$ cat src/rtl/uart_rx_pkt_ctrl.sv
// Frames the UART_RX byte stream into SYNC/LEN/payload/CSUM packets and buffers each payload.
// Verified payloads drain over valid/ready; bad-length, bad-checksum and timed-out packets are dropped.
module uart_rx_pkt_ctrl #(
   parameter int          MAX_LEN        = 16,
   parameter logic [7:0]  SYNC_BYTE      = 8'hA5,
   parameter int          TIMEOUT_CYCLES = 104_160
) (
   input  logic       uart_clk,
   input  logic       rst,
   input  logic [7:0] rx_byte,
   input  logic       rx_done,
   output logic [7:0] m_data,
   output logic       m_valid,
   input  logic       m_ready,
   output logic       m_last,
   output logic       pkt_ok,
   output logic       pkt_err,
   output logic [1:0] err_code,
   output logic       busy,
   output logic [7:0] drop_cnt
);

   localparam int             LW        = $clog2(MAX_LEN + 1);
   localparam int             GW        = $clog2(TIMEOUT_CYCLES);
   localparam int             DEPTH     = 1 << LW;
   localparam logic [GW-1:0]  GAP_MAX   = GW'(TIMEOUT_CYCLES - 1);
   localparam logic [7:0]     MAX_LEN_B = 8'(MAX_LEN);
   localparam logic [LW-1:0]  ONE       = LW'(1);

   typedef enum logic [2:0] {
      S_IDLE,
      S_LEN,
      S_PAYLOAD,
      S_CSUM,
      S_DRAIN
   } state_t;

   state_t        state_q, state_d;
   logic [LW-1:0] len_q, len_d;
   logic [LW-1:0] wr_ptr_q, wr_ptr_d;
   logic [LW-1:0] rd_ptr_q, rd_ptr_d;
   logic [7:0]    csum_q, csum_d;
   logic [GW-1:0] gap_q, gap_d;
   logic [7:0]    m_data_q, m_data_d;
   logic          m_valid_q, m_valid_d;
   logic          m_last_q, m_last_d;
   logic          pkt_ok_q, pkt_ok_d;
   logic          pkt_err_q, pkt_err_d;
   logic [1:0]    err_code_q, err_code_d;
   logic [7:0]    drop_q, drop_d;

   logic [7:0]    mem_q [DEPTH];
   logic          mem_we;
   logic [LW-1:0] wr_nxt, rd_nxt;
   logic          gap_expired;

   always_ff @(posedge uart_clk) begin
      if (rst) begin
         state_q    <= S_IDLE;
         len_q      <= '0;
         wr_ptr_q   <= '0;
         rd_ptr_q   <= '0;
         csum_q     <= '0;
         gap_q      <= '0;
         m_data_q   <= '0;
         m_valid_q  <= 1'b0;
         m_last_q   <= 1'b0;
         pkt_ok_q   <= 1'b0;
         pkt_err_q  <= 1'b0;
         err_code_q <= '0;
         drop_q     <= '0;
      end else begin
         state_q    <= state_d;
         len_q      <= len_d;
         wr_ptr_q   <= wr_ptr_d;
         rd_ptr_q   <= rd_ptr_d;
         csum_q     <= csum_d;
         gap_q      <= gap_d;
         m_data_q   <= m_data_d;
         m_valid_q  <= m_valid_d;
         m_last_q   <= m_last_d;
         pkt_ok_q   <= pkt_ok_d;
         pkt_err_q  <= pkt_err_d;
         err_code_q <= err_code_d;
         drop_q     <= drop_d;
      end
   end

   // Payload storage needs no reset: it is only read after a full packet has been written.
   always_ff @(posedge uart_clk) begin
      if (mem_we) begin
         mem_q[wr_ptr_q] <= rx_byte;
      end
   end

   always_comb begin
      state_d     = state_q;
      len_d       = len_q;
      wr_ptr_d    = wr_ptr_q;
      rd_ptr_d    = rd_ptr_q;
      csum_d      = csum_q;
      gap_d       = gap_q;
      m_data_d    = m_data_q;
      m_valid_d   = m_valid_q;
      m_last_d    = m_last_q;
      pkt_ok_d    = 1'b0;
      pkt_err_d   = 1'b0;
      err_code_d  = err_code_q;
      drop_d      = drop_q;
      mem_we      = 1'b0;
      wr_nxt      = wr_ptr_q + ONE;
      rd_nxt      = rd_ptr_q + ONE;
      gap_expired = (gap_q == GAP_MAX) && !rx_done;

      case (state_q)
         S_IDLE: begin
            gap_d = '0;
            if (rx_done && (rx_byte == SYNC_BYTE)) begin
               state_d = S_LEN;
            end
         end

         S_DRAIN: begin
            gap_d = '0;
            if (rx_done && (drop_q != 8'hFF)) begin
               drop_d = drop_q + 8'd1;
            end
            if (m_valid_q && m_ready) begin
               if (m_last_q) begin
                  m_valid_d = 1'b0;
                  m_last_d  = 1'b0;
                  state_d   = S_IDLE;
               end else begin
                  rd_ptr_d = rd_nxt;
                  m_data_d = mem_q[rd_nxt];
                  m_last_d = (rd_nxt == (len_q - ONE));
               end
            end
         end

         default: begin
            // LEN, PAYLOAD and CSUM share the inter-byte watchdog; a byte in the expiry cycle wins.
            gap_d = rx_done ? '0 : gap_q + 1'b1;
            if (gap_expired) begin
               pkt_err_d  = 1'b1;
               err_code_d = 2'd3;
               gap_d      = '0;
               state_d    = S_IDLE;
            end else if (rx_done) begin
               if (state_q == S_LEN) begin
                  if ((rx_byte == 8'd0) || (rx_byte > MAX_LEN_B)) begin
                     pkt_err_d  = 1'b1;
                     err_code_d = 2'd1;
                     state_d    = S_IDLE;
                  end else begin
                     len_d    = rx_byte[LW-1:0];
                     csum_d   = rx_byte;
                     wr_ptr_d = '0;
                     state_d  = S_PAYLOAD;
                  end
               end else if (state_q == S_PAYLOAD) begin
                  mem_we   = 1'b1;
                  csum_d   = csum_q ^ rx_byte;
                  wr_ptr_d = wr_nxt;
                  if (wr_nxt == len_q) begin
                     state_d = S_CSUM;
                  end
               end else begin
                  if (rx_byte == csum_q) begin
                     pkt_ok_d  = 1'b1;
                     rd_ptr_d  = '0;
                     m_valid_d = 1'b1;
                     m_data_d  = mem_q[0];
                     m_last_d  = (len_q == ONE);
                     state_d   = S_DRAIN;
                  end else begin
                     pkt_err_d  = 1'b1;
                     err_code_d = 2'd2;
                     state_d    = S_IDLE;
                  end
               end
            end
         end
      endcase
   end

   assign m_data   = m_data_q;
   assign m_valid  = m_valid_q;
   assign m_last   = m_last_q;
   assign pkt_ok   = pkt_ok_q;
   assign pkt_err  = pkt_err_q;
   assign err_code = err_code_q;
   assign busy     = (state_q != S_IDLE);
   assign drop_cnt = drop_q;

endmodule
$ cat config.mk
export PLATFORM = sky130hd
export DESIGN_NAME = uart_rx_pkt_ctrl
export DESIGN_NICKNAME = d
export VERILOG_FILES = /design/src/rtl/uart_rx_pkt_ctrl.sv
export SDC_FILE = /design/constraint.sdc
export NUM_CORES = 1
export LEC_CHECK = 0
export ABC_CLOCK_PERIOD_IN_PS = 5240
export CORE_AREA = 8 8 150 152
export DETAILED_ROUTE_END_ITERATION = 7
export DIE_AREA = 0 0 158 160
export DONT_BUFFER_PORTS = 1
export PLACE_DENSITY_LB_ADDON = 0.1
export SLEW_MARGIN = 20
export SYNTH_ARGS = -nofsm -noshare
export SYNTH_HDL_FRONTEND = slang
export SYNTH_SLANG_ARGS = --single-unit
$ cat constraint.sdc
create_clock -name uart_clk -period 5.24 [get_ports uart_clk]
set_input_delay 1.048 -clock uart_clk [delete_from_list [all_inputs] [get_ports uart_clk]]
set_output_delay 1.048 -clock uart_clk [all_outputs]
set_load 0.05 [all_outputs]
==> results of run 1 <==
==> critical path: cells and delay by family, from the launching register on <==
kind | cells | cell delay [ns]
AND/OR/NAND/NOR | 3 | 0.94
buffers and inverters | 1 | 0.79
AO/OA/AOI/OAI | 3 | 1.16
flip-flops | 1 | 0.36
==> registers in the layout, summed over array words and instances (netlist names), 2 cells and up <==
signal and cells:
mem_q 256, state_q 3, drop_cnt 8, csum_q 8, err_code 2, gap_q 17
len_q 5, m_data 8, rd_ptr_q 5, wr_ptr_q 5
==> worst max path at each step <==
stage                             start                      to  slack, ns  cells after the start
2_1_floorplan                   rx_done  mem_q[15][0]$_DFFE_PP_       2.46                      6
3_3_place_gp   rd_ptr_q[0]$_SDFFE_PP0P_  m_data[1]$_SDFFE_PP0P_       2.13                      7
3_5_place_dp   rd_ptr_q[0]$_SDFFE_PP0P_  m_data[2]$_SDFFE_PP0P_       1.99                      7
4_1_cts        rd_ptr_q[0]$_SDFFE_PP0P_  m_data[2]$_SDFFE_PP0P_       1.97                      7
5_1_grt        rd_ptr_q[0]$_SDFFE_PP0P_  m_data[1]$_SDFFE_PP0P_       1.67                      7
6_report       rd_ptr_q[0]$_SDFFE_PP0P_  m_data[1]$_SDFFE_PP0P_       1.84                      7
==> cell usage after synthesis (12+ instances only) <==
library cell	number
mux2i_1	38
nand3_1	18
buf_2	22
a21oi_1	27
xor2_1	21
clkbuf_1	12
nor2_1	111
nand2_1	43
xnor2_1	23
mux4_2	64
edfxtp_1	256
dfxtp_1	65
o21ai_0	20
nor3_1	20
==> metal layers <==
layer | vias up | track usage, % | wire length (um)
li1 | 3411 | - | -
met1 | 3835 | 31.1 | 11400
met2 | 350 | 38.2 | 14100
met3 | 64 | 4.72 | 2610
met4 | 0 | 7.55 | 735
met5 | - | 0 | 0
==> report_power, final <==
group | total (mW) | internal [mW] | switching [mW]
registers | 2.78 | 2.76 | 0.0200
logic | 0.0859 | 0.0306 | 0.0553
clock network | 2.28 | 1.33 | 0.942
total | 5.14 | 4.12 | 1.02
==> through the flow <==
stage	hold slack [ns]	std cells	power, mW	utilization (%)	worst slack, ns
final	0.467	1176	5.14	73.4	1.84
after floorplan	0.426	886	2.91	-	2.46
after global placement	0.439	1119	2.91	68.1	2.13
after global routing	0.503	1176	5.28	73.4	1.67
after CTS	0.472	1176	5.16	73.4	1.97
after detailed placement	0.457	1119	2.91	68.1	1.99
==> cell type report <==
type / count / area, um2 / area share [%]
clock buffers: 34 / 787 / 5.35
clock inverters: 23 / 262 / 1.78
inverters: 11 / 41.3 / 0.281
multi-input cells: 512 / 4240 / 28.9
flip-flops and latches: 321 / 8990 / 61.2
well taps: 270 / 338 / 2.30
repair buffers: 5 / 37.5 / 0.255
==> logic make-up (layout without fill, tap and decap cells) <==
group	count (synthesis)	in the layout	synth area share (%)
buf+inv	53	73	1.85
compound gates	91	91	4.39
fa+ha+maj	9	9	0.837
simple gates	266	266	9.68
mux	102	102	13.5
flops	321	321	66.8
xor+xnor	44	44	2.87
==> results.ini, run 1 <==
[timing]
worst_pin_slew_ns=1.04
fmax_mhz=294
finalSetupViolCount=0
layout_min_cycle_time_ns=3.40
slew_headroom_pct=30.6
finalMaxSlewViolations=0
hold_violations=0
period_share_pct=64.9
rsz0062_at_grt=false
fin_worst_skew_ns=0.0111
setup_tns_ns=0

[grt]
grt_pass1_vias=7904
gr-usage-all-layers_pct=23.4
grt_max_degree=54
grt_pass1_wl_um=45200
overflow=0
grt_antenna_before_repair=0

[min_path]
worstHoldStart=gap_q[0]$_SDFF_PP0_
hold_path_depth=1
min_path_type=flip-flop to flip-flop
holdPathEnd=gap_q[0]$_SDFF_PP0_

[detailed_routing]
drc_errors=0
drt_iter0_markers=627
via_count=7660
vias_per_cell=6.51
drtAntennaViolNets=0
first_pass_iters=5
drt-total-wl_um=28900
post_drt_wl_per_cell_um=24.6

[cells_and_area]
num_antenna_cells=0
layout-drive-gt1-share_pct=14.3
final_common_cell=edfxtp_1
area_growth_pct=9.30
final_cell_mix=edfxtp_1, nor2_1, mux4_2, dfxtp_1, nand2_1
fillers=1303
design_area_um2=14700
nNetsFinal=903

[placement]
hpwl_um=18000
place_area_um2=13700
gp_congestion=0.893
port_buffers=0

[yosys]
yosys_warnings=0
syn_area_per_cell_um2=15.2
ys_async_sr_fraction_pct=0
synth_seq_area_share_pct=66.8
syn_area_um2=13400
synthCells=886
yosys.area.top_type=edfxtp_1
synth-edff-count=256
yosysTopAreaCellShare_pct=57.2
ys_top_cells_by_area=edfxtp_1, mux4_2, dfxtp_1, nor2_1, mux2i_1
yosys_most_used_dff=edfxtp_1
synth_seq_cells=321
syn_nets=907
synth_cell_types=59

[clock_network]
cts_htree_levels=1
holdBufCountCts=0
postCtsSetupBuffers=0
clk_pin_slew_ns=0.06
ctsResizeCount=0
numCtsBuffers=31
cts_tree=done
clock_latency_ns=0.55
root_buffer=clkbuf_16
cts_buffer_depth=3
clock-sinks=321

[floorplanning]
die_h_um=160
initial_core_util_pct=67.1
io_pins=35
die_area_um2=25300
fp-row-count=52
core_area_um2=20000
die_x_um=158

[worst_setup_path]
rr_startpoint=rd_ptr_q[0]$_SDFFE_PP0P_
critPathKind=flip-flop to flip-flop
critPathMaxStageDelay_ns=0.79
cp.required_ns=5.65
r2r-end=m_data[1]$_SDFFE_PP0P_
cp_cell_sequence=buf_4 -> a21boi_0 -> and4b_1 -> o31ai_1 -> o21ai_0 -> nor4_1 -> nor3_1
ff2ff_setup_slack_ns=1.84
arrival_ns=3.81
cp_slowest_cell=buf_4
cp-start-kind=flip-flop
path_max_fanout=53
rr_worst_depth=7
endpoint_kind=flip-flop

[run]
cap_violations=0

[pwr]
vdd_drop_max_mv=0.259
pwr_density_cell_nw_per_um2=349
cellLeakagePower_nw=4.46

[outcome]
status=complete, no violations

Note: power is estimated with default switching activity, not from simulation.
==> inputs of run 2 (changes only) <==
--- a/config.mk
+++ b/config.mk
@@ -5,10 +5,11 @@
 export SDC_FILE = /design/constraint.sdc
 export NUM_CORES = 1
 export LEC_CHECK = 0
-export ABC_CLOCK_PERIOD_IN_PS = 5240
-export CORE_AREA = 8 8 150 152
+export ABC_AREA = 1
+export ABC_CLOCK_PERIOD_IN_PS = 3100
+export CORE_AREA = 8 8 165 167
 export DETAILED_ROUTE_END_ITERATION = 7
-export DIE_AREA = 0 0 158 160
+export DIE_AREA = 0 0 173 175
 export DONT_BUFFER_PORTS = 1
 export PLACE_DENSITY_LB_ADDON = 0.1
 export SLEW_MARGIN = 20
==> constraint.sdc (replaced) <==
create_clock -name uart_clk -period 3.1 [get_ports uart_clk]
set_input_delay 0.62 -clock uart_clk [delete_from_list [all_inputs] [get_ports uart_clk]]
set_output_delay 0.62 -clock uart_clk [all_outputs]
set_load 0.05 [all_outputs]
==> run 2 against run 1 <==
Synthesized cell count increased by 47%; final cell count increased by 41%; utilization decreased by 12 points; area after synthesis increased by 2.7%; largest power group unchanged.
==> results.ini, run 2 <==
[outcome]
status=complete, no violations

[timing]
worst_pin_slew_ns=1.01  ; -0.0251 ns
rsz0062_at_grt=false
finalMaxSlewViolations=0  ; unchanged
fmax_mhz=408  ; +39%
fin_worst_skew_ns=0.00946  ; -0.00159 ns
slew_headroom_pct=32.4  ; +1.9 points
hold_violations=0  ; unchanged
layout_min_cycle_time_ns=2.45  ; -0.951 ns
period_share_pct=79.0  ; +14 points
setup_tns_ns=0  ; unchanged
finalSetupViolCount=0  ; unchanged

[yosys]
ys_top_cells_by_count=nor2_1, edfxtp_1, o21ai_0
synth_seq_cells=321  ; unchanged
synth-edff-count=256  ; unchanged
synth.most_common_cell=nor2_1
syn_area_um2=13800  ; +2.7%
yosys.area.top_type=edfxtp_1
syn_area_per_cell_um2=10.6  ; -30%
syn_nets=1326  ; +46%
synthCells=1305  ; +47%
ys_top_cells_by_area=edfxtp_1, dfxtp_1, nor2_1, o21ai_0, o211ai_1
synth_seq_area_share_pct=65.1  ; -1.8 points
ys_async_sr_fraction_pct=0  ; unchanged
yosys_most_used_dff=edfxtp_1
yosysTopAreaCellShare_pct=55.6  ; -1.5 points
yosys_warnings=0  ; unchanged
synth_cell_types=38  ; -36%

[pwr]
swShare_pct=32.2  ; +12 points
power_frac_clock_pct=33.1  ; -11 points
power_frac_seq_pct=44.1  ; -9.9 points
pwr_density_cell_nw_per_um2=756  ; +120%
switching_power_mw=3.71  ; +260%
vdd_drop_max_mv=0.589  ; +130%
p_comb_share_pct=22.9  ; +21 points
cellLeakagePower_nw=5.23  ; +17%
intPower_mw=7.81  ; +90%

[cells_and_area]
largest_reg_flops=256  ; unchanged
top_register=mem_q
fillers=2032  ; +56%
fin_util_pct=61.7  ; -12 points
final_common_cell=nor2_1
reg_top3=mem_q x256, gap_q x17
multi_input_area_um2=4300  ; +1.3%
design_area_um2=15200  ; +3.6%
nNetsFinal=1330  ; +47%
final_cell_mix=nor2_1, edfxtp_1, o21ai_0, nand2_1, nand3_1
layout-drive-gt1-share_pct=7.81  ; -6.5 points
num_antenna_cells=0  ; unchanged
ff_latch_area_um2=8990  ; unchanged
area_growth_pct=10.2

[worst_setup_path]
endpoint_kind=flip-flop
path_max_fanout=8  ; -85%
path_depth=5  ; -2
cp-start-kind=flip-flop
r2r-end=mem_q[0][0]$_DFFE_PP_
cp_slowest_cell=nor2_1
critical-path-top-delay-family=simple AND/OR/NAND/NOR gates
cp.required_ns=3.24  ; -2.41 ns
cp_cell_sequence=nor2_1 -> nand2_1 -> nor2_1 -> nand2_1 -> nor2_1
arrival_ns=2.59  ; -1.22 ns
worstPathBufferInverterCount=0  ; -1
cp_common_cell=nor2_1
rr_startpoint=state_q[2]$_SDFFE_PP0P_
critPathKind=flip-flop to flip-flop
ff2ff_setup_slack_ns=0.65  ; -1.19 ns
critPathMaxStageDelay_ns=0.67  ; -0.12 ns
rr_worst_depth=5  ; -2

[floorplanning]
initial_core_util_pct=56.0  ; -11 points
die_x_um=173  ; +9.5%
io_pins=35  ; unchanged
core_area_um2=24700  ; +23%
die_area_um2=30300  ; +20%
die_h_um=175  ; +9.4%
fp-row-count=58  ; +12%

[clock_network]
cts_buffer_depth=3  ; unchanged
clock_latency_ns=0.51  ; -0.04 ns
cts_tree=done
ctsResizeCount=0  ; unchanged
holdBufCountCts=0  ; unchanged
clk_pin_slew_ns=0.06  ; about the same
root_buffer=clkbuf_16
cts_htree_levels=2  ; +1
postCtsSetupBuffers=0  ; unchanged
numCtsBuffers=34  ; +9.7%
clock-sinks=321  ; unchanged

[placement]
place_area_um2=14200  ; +4.0%
gp_congestion=0.867  ; -2.9%
port_buffers=0  ; unchanged
hpwl_um=21800  ; +21%

[detailed_routing]
first_pass_iters=6  ; +1
drtAntennaViolNets=0  ; unchanged
vias_per_cell=5.85  ; -10%
drt_iter0_markers=1105  ; +76%
drt-total-wl_um=35000  ; +21%
post_drt_wl_per_cell_um=21.1  ; -14%
drc_errors=0  ; unchanged
via_count=9717  ; +27%

[grt]
grt_pass1_vias=9305  ; +18%
overflow=0  ; unchanged
grt_max_degree=129  ; +140%
grt_pass1_wl_um=54200  ; +20%
gr-usage-all-layers_pct=22.9  ; -0.45 points
grt_antenna_before_repair=1  ; +1

[min_path]
worstHoldStart=rst
holdPathEnd=err_code[1]$_SDFFE_PP0P_
min_path_type=input port to flip-flop
hold_path_depth=1  ; unchanged

[run]
cap_violations=0  ; unchanged

-- run 2: cell types whose count changed after synthesis, sizes merged, moves of 45 or more --
cell    previous run  this run
nor2             112       313
o21ai             22       182
nand2             43       117
mux4              64         0
o211ai             1        64
nand3             18        74
inv               11        56
-- run 2: layer usage --
metal	vias up	wire, um	GRT usage, %
li1	4602	-	-
met1	4651	15000	31.5
met2	408	16300	36.7
met3	56	3000	4.36
met4	0	758	6.76
met5	-	0	0
-- run 2: worst max path at each step --
stage | endpoint | slack (ns) | start
floorplan | mem_q[0][0]$_DFFE_PP_ | 1.23 | rx_done
global placement | mem_q[12][6]$_DFFE_PP_ | 0.62 | rx_done
detailed placement | mem_q[8][0]$_DFFE_PP_ | 0.56 | rx_done
CTS | mem_q[8][1]$_DFFE_PP_ | 0.63 | state_q[2]$_SDFFE_PP0P_
global route | m_data[1]$_SDFFE_PP0P_ | 0.42 | rd_ptr_q[0]$_SDFFE_PP0P_
finish | mem_q[0][0]$_DFFE_PP_ | 0.65 | state_q[2]$_SDFFE_PP0P_
-- run 2: cells by family (layout without fill, tap and decap cells) --
logic type               count (synthesis)  in the layout  share of synthesized area (%)
flip-flops                             321            321                           65.1
AND/OR/NAND/NOR                        547            547                           16.8
XOR/XNOR                                26             26                           1.84
AO/OA/AOI/OAI                          282            282                           11.5
buffers and inverters                  120            146                           3.99
adder cells (fa/ha/maj)                  9              9                          0.815
-- run 2: layout make-up --
type	count	share of cell area (%)
repair buffers	32	1.82
flip-flops and latches	321	59.0
clock inverters	11	0.550
multi-input cells	864	28.2
inverters	56	1.39
well taps	330	2.71
clock buffers	47	6.24
-- run 2: through the flow --
stage                     setup WS [ns]  instances  hold WS [ns]  power, mW
after global routing              0.417       1661         0.162       12.0
after CTS                         0.633       1661         0.158       11.6
after global placement            0.620       1603         0.428       7.80
after detailed placement          0.556       1603         0.446       7.78
final                             0.651       1661         0.177       11.5
after floorplan                    1.23       1305         0.418       7.06
-- run 2: power groups by stage --
stage                     clock [mW]  sequential (mW)  combinational (mW)
final                           3.81             5.08                2.63
after global routing            4.02             5.09                2.93
after CTS                       3.87             5.08                2.62
after detailed placement           0             5.16                2.62
after global placement             0             5.16                2.64
after floorplan                    0             5.09                1.96
==> inputs of run 3 (changes only) <==
--- a/config.mk
+++ b/config.mk
@@ -6,10 +6,10 @@
 export NUM_CORES = 1
 export LEC_CHECK = 0
 export ABC_AREA = 1
-export ABC_CLOCK_PERIOD_IN_PS = 3100
-export CORE_AREA = 8 8 165 167
+export ABC_CLOCK_PERIOD_IN_PS = 2500
+export CORE_AREA = 8 8 158 160
 export DETAILED_ROUTE_END_ITERATION = 7
-export DIE_AREA = 0 0 173 175
+export DIE_AREA = 0 0 166 168
 export DONT_BUFFER_PORTS = 1
 export PLACE_DENSITY_LB_ADDON = 0.1
 export SLEW_MARGIN = 20
==> constraint.sdc (replaced) <==
create_clock -name uart_clk -period 2.5 [get_ports uart_clk]
set_input_delay 0.5 -clock uart_clk [delete_from_list [all_inputs] [get_ports uart_clk]]
set_output_delay 0.5 -clock uart_clk [all_outputs]
set_load 0.05 [all_outputs]
==> run 3 against run 2 <==
Global-route usage increased by 0.51 points; critical endpoint is now m_data[2]$_SDFFE_PP0P_; cell area increased by 1.5%; largest cell class unchanged; sequential share of layout area decreased by 0.87 points; via count decreased by 0.14%.
==> results.ini, run 3 (synthesized netlist as in run 2, its figures left out) <==
[worst_setup_path]
path_max_fanout=30  ; +22
critPathKind=flip-flop to flip-flop
cp-start-kind=flip-flop
worstPathBufferInverterCount=2  ; +2
cp_cell_sequence=ha_4 -> buf_12 -> buf_4 -> nor2_1 -> o21ai_0 -> o211ai_1 -> nand3_1 -> nand2_1 -> nand2_1 -> nand3_1 -> nor2_1 -> nor2_1
cp_slowest_cell=ha_4
critical-path-top-delay-family=simple AND/OR/NAND/NOR gates
cp.required_ns=2.89  ; -0.35 ns
endpoint_kind=flip-flop
cp_common_cell=nor2_1
arrival_ns=2.59  ; about the same
critPathMaxStageDelay_ns=0.47  ; -0.20 ns

[floorplanning]
core_area_um2=22400  ; -9.4%
io_pins=35  ; unchanged
fp-row-count=55  ; -5.2%
initial_core_util_pct=61.8  ; +5.8 points
die_area_um2=27900  ; -7.9%
die_x_um=166  ; -4.0%
die_h_um=168  ; -4.0%

[placement]
gp_congestion=0.888  ; +2.3%
port_buffers=0  ; unchanged
dp.cells=1588  ; -0.94%
hpwl_um=20400  ; -6.6%

[cells_and_area]
multi_input_area_um2=4300  ; unchanged
largest_reg_flops=256  ; unchanged
nNetsFinal=1360  ; +2.3%
num_antenna_cells=0  ; unchanged
fillers=1622  ; -20%
reg_top3=mem_q x256, gap_q x17
final_common_cell=nor2_1
top_register=mem_q
final_cell_mix=nor2_1, edfxtp_1, o21ai_0, nand2_1, nand3_1
layout.cells.non_filler=1648  ; -0.78%
area_growth_pct=11.9
ff_latch_area_um2=8990  ; unchanged
layout-drive-gt1-share_pct=9.98  ; +2.2 points

[timing]
setup_tns_ns=0  ; unchanged
fmax_mhz=454  ; +11%
slew_headroom_pct=59.9  ; +27 points
finalSetupViolCount=0  ; unchanged
worst_pin_slew_ns=0.601  ; -0.411 ns
rsz0062_at_grt=false
hold_violations=0  ; unchanged
layout_min_cycle_time_ns=2.20  ; -0.246 ns
finalMaxSlewViolations=0  ; unchanged
fin_worst_skew_ns=0.0178  ; +0.00838 ns
period_share_pct=88.1  ; +9.1 points

[run]
cap_violations=0  ; unchanged

[detailed_routing]
drt_iter0_markers=852  ; -23%
vias_per_cell=5.89  ; +0.64%
drt-total-wl_um=33100  ; -5.5%
via_count=9703  ; -0.14%
drtAntennaViolNets=0  ; unchanged
first_pass_iters=5  ; -1
post_drt_wl_per_cell_um=20.1  ; -4.7%
drc_errors=0  ; unchanged

[pwr]
cellLeakagePower_nw=5.42  ; +3.6%
finalPower_mw=14.5  ; +25%
p_comb_share_pct=23.9  ; +1.0 points
pwr_density_cell_nw_per_um2=935  ; +24%
power_frac_clock_pct=32.8  ; -0.3 points
switching_power_mw=4.65  ; +25%
vdd_drop_max_mv=0.779  ; +32%
intPower_mw=9.80  ; +25%
swShare_pct=32.2  ; about the same
power_frac_seq_pct=43.2  ; -0.9 points

[clock_network]
clock_latency_ns=0.50  ; about the same
root_buffer=clkbuf_16
cts_buffer_depth=3  ; unchanged
cts_tree=done
postCtsSetupBuffers=0  ; unchanged
cts_htree_levels=2  ; unchanged
clock-sinks=321  ; unchanged
holdBufCountCts=0  ; unchanged
numCtsBuffers=34  ; unchanged
clk_pin_slew_ns=0.06  ; about the same
ctsResizeCount=0  ; unchanged

[grt]
grt_pass1_vias=9327  ; +0.24%
overflow=0  ; unchanged
grt_max_degree=81  ; -37%
gr-usage-all-layers_pct=23.5  ; +0.51 points
grt_pass1_wl_um=51900  ; -4.2%
grt_antenna_before_repair=0  ; -1

[min_path]
min_path_type=input port to flip-flop

[outcome]
status=complete, no violations

run 3: cell count changes in the layout (fill, tap and decap cells not counted):
cell	change
clkinv_2	+4
clkinvlp_4	-1
clkbuf_16	+1
clkinv_1	+1
buf_12	+4
clkbuf_1	-1
buf_4	+26
clkbuf_8	-2
run 3: through the flow:
step	worst slack [ns]	hold slack, ns	instance area, um2	util (%)
after floorplan	0.681	0.418	13800	-
after global placement	0.356	0.429	14400	64.4
after detailed placement	0.312	0.444	14400	64.4
after CTS	0.306	0.0551	15500	69.1
after global routing	0.133	0.0535	15500	69.1
final	0.297	0.0689	15500	69.1
run 3: final timing paths:
kind                                  from                  endpoint  slack (ns)  cells after the start
setup reg to reg  rd_ptr_q[1]$_SDFFE_PP0P_    m_data[2]$_SDFFE_PP0P_        0.30                     12
hold / removal                         rst  err_code[1]$_SDFFE_PP0P_        0.07                      1
setup / recovery  rd_ptr_q[1]$_SDFFE_PP0P_    m_data[2]$_SDFFE_PP0P_        0.30                     12
hold reg to reg        gap_q[0]$_SDFF_PP0_       gap_q[0]$_SDFF_PP0_        0.45                      1
run 3: layer usage:
metal,up-vias,part of all wire (%),GRT usage (%)
li1,4661,-,-
met1,4686,43,30.9
met2,301,49,39.7
met3,55,5.6,3.39
met4,0,2.6,7.63
met5,-,0,0
run 3: layout make-up:
type                       instances  share of cell area (%)
timing repair buffer              62                    3.58
inverter                          56                    1.37
multi-input combinational        864                    27.8
clock buffer                      45                    6.11
tap                              285                    2.31
clock inverter                    15                   0.648
sequential                       321                    58.2
run 3: worst register-to-register path, stage by stage (launching register included):
cell and delay (ns):
dfxtp_1 0.37, ha_4 0.47, buf_12 0.23, buf_4 0.18, nor2_1 0.05, o21ai_0 0.07
o211ai_1 0.14, nand3_1 0.10, nand2_1 0.10, nand2_1 0.11, nand3_1 0.11, nor2_1 0.13
nor2_1 0.06
run 3: power by group through the flow:
stage	clock network [mW]	registers (mW)	logic (mW)
after global routing	5.03	6.26	3.85
after detailed placement	0	6.36	3.44
after global placement	0	6.36	3.39
final	4.75	6.25	3.46
after CTS	4.80	6.25	3.46
after floorplan	0	6.32	2.44
